--- config.mk ---
export PLATFORM = sky130hd
export DESIGN_NAME = p2s_arbiter_flat
export DESIGN_NICKNAME = d
export VERILOG_FILES = /design/src/rtl/p2s_arbiter_if.sv /design/src/rtl/p2s_arbiter.sv /design/src/flat_wrapper.sv
export SDC_FILE = /design/constraint.sdc
export NUM_CORES = 1
export LEC_CHECK = 0
export ABC_AREA = 0
export CORE_MARGIN = 3
export CORE_UTILIZATION = 42
export DETAILED_ROUTE_END_ITERATION = 7
export HOLD_SLACK_MARGIN = 0.02
export PLACE_DENSITY = 0.86
export SLEW_MARGIN = 20
export SYNTH_ARGS = -nofsm -noshare
export SYNTH_HDL_FRONTEND = slang
export SYNTH_SLANG_ARGS = --single-unit
--- constraint.sdc ---
create_clock -name clk -period 4.3 [get_ports clk]
set_input_delay 0.86 -clock clk [delete_from_list [all_inputs] [get_ports clk]]
set_output_delay 0.86 -clock clk [all_outputs]
set_load 0.005 [all_outputs]
--- src/rtl/p2s_arbiter_if.sv ---
// Requester and shifter-facing signals of the shared P2S arbiter.
interface p2s_arbiter_if #(
    parameter int unsigned DATA_BITS = 64
);
    logic                 req0;
    logic                 req1;
    logic [DATA_BITS-1:0] data0;
    logic [DATA_BITS-1:0] data1;
    logic                 done0;
    logic                 done1;
    logic                 err;
    logic                 busy;
    logic                 owner;
    logic                 p2s_start;
    logic [DATA_BITS-1:0] p2s_pdata;
    logic                 p2s_en;

    // Arbiter side
    modport slave (
        input  req0, req1, data0, data1, p2s_en,
        output done0, done1, err, busy, owner, p2s_start, p2s_pdata
    );

    // Requesters plus shifter side
    modport master (
        output req0, req1, data0, data1, p2s_en,
        input  done0, done1, err, busy, owner, p2s_start, p2s_pdata
    );
endinterface

--- src/rtl/p2s_arbiter.sv ---
// Round-robin arbiter sharing one P2S shifter between two requesters,
// with a start watchdog and a mandatory Start-low gap between transfers.
module p2s_arbiter #(
    parameter int unsigned DATA_BITS = 64,
    parameter int unsigned TIMEOUT   = 255,
    parameter int unsigned GAP       = 2
) (
    input  logic         clk,
    input  logic         rstn,
    p2s_arbiter_if.slave bus
);
    localparam int unsigned      CNT_W     = 8;
    localparam logic [CNT_W-1:0] TIMEOUT_C = CNT_W'(TIMEOUT);
    localparam logic [CNT_W-1:0] GAP_LAST  = CNT_W'(GAP - 1);

    typedef enum logic [2:0] {
        S_IDLE,
        S_GRANT,
        S_START,
        S_SHIFT,
        S_DONE,
        S_GAP
    } state_e;

    state_e               state_q, state_d;
    logic [CNT_W-1:0]     cnt_q, cnt_d;
    logic                 owner_q, owner_d;
    logic [DATA_BITS-1:0] pdata_q, pdata_d;
    logic                 busy_q, busy_d;
    logic                 start_q, start_d;
    logic                 done0_q, done0_d;
    logic                 done1_q, done1_d;
    logic                 err_q, err_d;
    logic                 winner;

    // A lone request wins; on a tie the requester that did not go last wins
    always_comb begin
        winner = bus.req1;
        if (bus.req0 && bus.req1) begin
            winner = ~owner_q;
        end
    end

    // Next state, shared watchdog/gap counter, and next values of the output registers
    always_comb begin
        state_d = state_q;
        cnt_d   = cnt_q;
        owner_d = owner_q;
        pdata_d = pdata_q;
        err_d   = 1'b0;

        unique case (state_q)
            S_IDLE: begin
                if (bus.req0 || bus.req1) begin
                    state_d = S_GRANT;
                    owner_d = winner;
                    pdata_d = winner ? bus.data1 : bus.data0;
                end
            end
            S_GRANT: begin
                state_d = S_START;
                cnt_d   = '0;
            end
            S_START: begin
                // A shifter that already went busy takes priority over the watchdog
                if (!bus.p2s_en) begin
                    state_d = S_SHIFT;
                end else if (cnt_q == TIMEOUT_C) begin
                    state_d = S_DONE;
                    err_d   = 1'b1;
                end else begin
                    cnt_d = cnt_q + CNT_W'(1);
                end
            end
            S_SHIFT: begin
                if (bus.p2s_en) begin
                    state_d = S_DONE;
                end
            end
            S_DONE: begin
                state_d = S_GAP;
                cnt_d   = '0;
            end
            S_GAP: begin
                if (cnt_q == GAP_LAST) begin
                    state_d = S_IDLE;
                end else begin
                    cnt_d = cnt_q + CNT_W'(1);
                end
            end
            default: begin
                state_d = S_IDLE;
            end
        endcase

        // Outputs are registered, so they are decoded from the state being entered
        busy_d  = (state_d != S_IDLE);
        start_d = (state_d == S_START) || (state_d == S_SHIFT);
        done0_d = (state_d == S_DONE) && !owner_d;
        done1_d = (state_d == S_DONE) && owner_d;
    end

    // State and output registers; owner resets to 1 so req0 wins the first tie
    always_ff @(posedge clk or negedge rstn) begin
        if (!rstn) begin
            state_q <= S_IDLE;
            cnt_q   <= '0;
            owner_q <= 1'b1;
            pdata_q <= '0;
            busy_q  <= 1'b0;
            start_q <= 1'b0;
            done0_q <= 1'b0;
            done1_q <= 1'b0;
            err_q   <= 1'b0;
        end else begin
            state_q <= state_d;
            cnt_q   <= cnt_d;
            owner_q <= owner_d;
            pdata_q <= pdata_d;
            busy_q  <= busy_d;
            start_q <= start_d;
            done0_q <= done0_d;
            done1_q <= done1_d;
            err_q   <= err_d;
        end
    end

    assign bus.done0     = done0_q;
    assign bus.done1     = done1_q;
    assign bus.err       = err_q;
    assign bus.busy      = busy_q;
    assign bus.owner     = owner_q;
    assign bus.p2s_start = start_q;
    assign bus.p2s_pdata = pdata_q;
endmodule

--- src/flat_wrapper.sv ---
// flat-port wrapper written by rule: the top's interface ports become plain ports
module p2s_arbiter_flat 
#(
    parameter int unsigned DATA_BITS = 64,
    parameter int unsigned TIMEOUT   = 255,
    parameter int unsigned GAP       = 2
)
  (clk, rstn, bus_req0, bus_req1, bus_data0, bus_data1, bus_p2s_en, bus_done0, bus_done1, bus_err, bus_busy, bus_owner, bus_p2s_start, bus_p2s_pdata);
  p2s_arbiter_if #(.DATA_BITS(DATA_BITS)) bus_i ();
  input  logic clk;
  input  logic rstn;
  input wire logic [$bits(bus_i.req0)-1:0] bus_req0;
  input wire logic [$bits(bus_i.req1)-1:0] bus_req1;
  input wire logic [$bits(bus_i.data0)-1:0] bus_data0;
  input wire logic [$bits(bus_i.data1)-1:0] bus_data1;
  input wire logic [$bits(bus_i.p2s_en)-1:0] bus_p2s_en;
  output wire logic [$bits(bus_i.done0)-1:0] bus_done0;
  output wire logic [$bits(bus_i.done1)-1:0] bus_done1;
  output wire logic [$bits(bus_i.err)-1:0] bus_err;
  output wire logic [$bits(bus_i.busy)-1:0] bus_busy;
  output wire logic [$bits(bus_i.owner)-1:0] bus_owner;
  output wire logic [$bits(bus_i.p2s_start)-1:0] bus_p2s_start;
  output wire logic [$bits(bus_i.p2s_pdata)-1:0] bus_p2s_pdata;
  assign bus_i.req0 = bus_req0;
  assign bus_i.req1 = bus_req1;
  assign bus_i.data0 = bus_data0;
  assign bus_i.data1 = bus_data1;
  assign bus_i.p2s_en = bus_p2s_en;
  assign bus_done0 = bus_i.done0;
  assign bus_done1 = bus_i.done1;
  assign bus_err = bus_i.err;
  assign bus_busy = bus_i.busy;
  assign bus_owner = bus_i.owner;
  assign bus_p2s_start = bus_i.p2s_start;
  assign bus_p2s_pdata = bus_i.p2s_pdata;
  p2s_arbiter #(.DATA_BITS(DATA_BITS), .TIMEOUT(TIMEOUT), .GAP(GAP)) u_core (.clk(clk), .rstn(rstn), .bus(bus_i));
endmodule
==> reports/results.tsv <==
metric	value	unit
status	complete, no violations	
Max Slew Vio Count	0	
Tot Pwr	3670	uW
area fraction of the dominant cell type after synthesis	0.536	
initial drt markers	86	
top post-synthesis cells by area	dfrtp_1, mux2i_1, a21oi_1	
adder-cell share of the synthesized area	0.00670	
# diodes	0	
row count	33	
Final nets	688	
final setup fails	0	
RR Endpoint	u_core.bus.p2s_pdata[48]	
cts hold-fix bufs	0	
Vias/cell	5.04	
Req. time, crit path	4560	ps
global route overflow	0	
post-synthesis compound-gate area fraction	0.129	
Worst Path Arrival	2900	ps
Final Hold Vio Count	0	
setup_tns	0	ps
area occupied by multi-input gates	1590	um^2
total routed wirelength	10700	um
commonest cells in the netlist	dfrtp_1, a21oi_1, nor2_1	
Simple-Gate Fraction of Synth Area	0.112	
Clk pin slew, worst setup/hold paths	80	ps
Area growth, synth to finish	61.4	%
Main synth FF type	dfrtp_1	
# resized after CTS	0	
TritonRoute pass-1 iters	4	
relative slew slack	0.389	
Fin Clk Skew	7.13	ps
final period utilization	0.613	
WS Path Type	input pin to flop	
maximum vdd drop	0.736	mV
first-pass GRT wire length	16900	um
filler cell count	621	
sequential area share after synthesis	0.543	
total number of vias	3336	
xor/xnor share of the synthesized area	0.00235	
vias in the first global route	3441	
synthesized netlist cell count	360	
min-delay src	u_core.bus.p2s_pdata[26]	
r2r worst-path depth	5	
clock sink count	81	
# DRC	0	
share of flip-flops with an asynchronous set or reset	1.00	
GR Util All Layers	0.211	
pwr dens	610	nW/um^2
Max-cap violations	0	
layout cells sized above 1	0.0395	
# H-tree levels	3	
static leakage	0.00248	uW
YS warnings	0	
Bufs on Longest Clock Path	2	
RSZ-0062 raised after global routing	no	
Clk Tree Root Cell	clkbuf_8	
Worst-Skew Late Latency	330	ps
core footprint	8420	um^2
min-delay worst type	flop to flop	
I/O pin cnt	203	
postcts setup bufs	0	
initial core utilization	0.443	
fmax	0.379	GHz
Final ANT Viol Nets	0	
mux cell area share after synthesis	0.172	
Worst Tran Pin Value	916	ps
antenna violations before repair	0	
Die Span X	100	um
largest net degree at the start of global routing	87	
reg2reg setup slack	1840	ps
CP max FO	86	
crit end category	flop	
RR Startpoint	u_core.state_q[2]	
Post-synth EDFFs	0	
Synth cell types	34	
syn_area_per_cell	10.4	um^2
Hold Path Depth	2	
most used standard cell by instance count after synthesis	dfrtp_1	
leading area contributor after synthesis	dfrtp_1	
Die Ht	100	um
Startpoint Class	input pin	
gpl congestion	0.776	
Synth Net Count	495	
PortBufs	202	
CTS tree	done	
Detail Placement HPWL	8180	um
synthesized area	3730	um^2
Reg area	2030	um^2
largest family of logic cells by synthesized area	multiplexers	
WL/cell	16.1	um
Seq cells post-synth	81	
Tmin final	2640	ps
Worst Hold Endpoint	u_core.bus.p2s_pdata[26]	
die area	10100	um^2
Num CTS Buffers	9	
-- cell families after synthesis --
family,Yosys count
muxes,64
xor gates and xnor gates,1
buffers and inverters,27
and+or+nand+nor,94
adders and majority gates,2
DFF,81
AOI/OAI and AO/OA,91
-- sequential cells by signal, indices dropped and copies added (netlist names) --
register,cells
u_core.bus.err,1
u_core.bus.busy,1
u_core.cnt_q,8
u_core.bus.done0,1
u_core.bus.owner,1
u_core.bus.done1,1
u_core.bus.p2s_start,1
u_core.state_q,3
u_core.bus.p2s_pdata,64
-- where the power goes --
part	total, uW	internal [uW]	switching, uW
Sequential	1330	1120	213
Combinational	1750	965	781
Clock	599	340	259
Total	3670	2420	1250
-- worst max-delay path by stage --
stage / start / to / slack, ps
after detailed placement: bus_req0 / u_core.bus.p2s_pdata[36] / 1330
after global placement: bus_req0 / u_core.bus.p2s_pdata[32] / 1430
final: bus_req0 / u_core.bus.p2s_pdata[48] / 1660
after floorplan: bus_req1 / u_core.bus.p2s_pdata[10] / 2420
after CTS: bus_req0 / u_core.bus.p2s_pdata[36] / 1690
after global routing: bus_req0 / u_core.bus.p2s_pdata[48] / 1510
-- metal layers --
layer  part of all wire  track usage  vias to the layer above
li1                   -            -                     1643
met1               0.39        0.251                     1554
met2               0.52        0.372                      121
met3              0.082       0.0584                       18
met4              0.017       0.0622                        0
met5                  0            0                        -
-- metrics by stage --
step | setup WS (ps) | instance area, um^2 | utilization | instances | hold WS [ps]
5_1_grt | 1510 | 6020 | 0.715 | 662 | 560
4_1_cts | 1690 | 6020 | 0.715 | 662 | 535
3_3_place_gp | 1430 | 5810 | 0.690 | 647 | 509
3_5_place_dp | 1330 | 5810 | 0.690 | 647 | 517
6_report | 1660 | 6020 | 0.715 | 662 | 532
2_1_floorplan | 2420 | 3730 | - | 360 | 517
-- cells in the final DEF, fill, tap and decap left out, types with 2 or more instances in the layout --
cell / count
dfrtp_1: 80
buf_4: 3
clkdlybuf4s50_1: 201
mux2i_1: 64
inv_1: 4
nor3_1: 2
bufinv_16: 2
nand4_1: 2
or3_1: 7
ha_1: 2
nand2_1: 6
clkbuf_8: 10
nor2_1: 67
o21ai_0: 8
clkbuf_1: 2
a21oi_1: 74
-- worst max-delay path, stage by stage --
cell,delay (ps)
clkdlybuf4s50_1,570
o21a_4,710
buf_4,500
nor2_1,80
a21oi_1,140
-- final cells by class --
class,instances,area share
inverters,4,0.00249
clock inverters,3,0.0108
well taps,105,0.0218
repair buffers,205,0.340
multi-input cells,252,0.265
clock buffers,12,0.0241
flip-flops and latches,81,0.337
No activity file was read; power rests on OpenSTA's default activity.
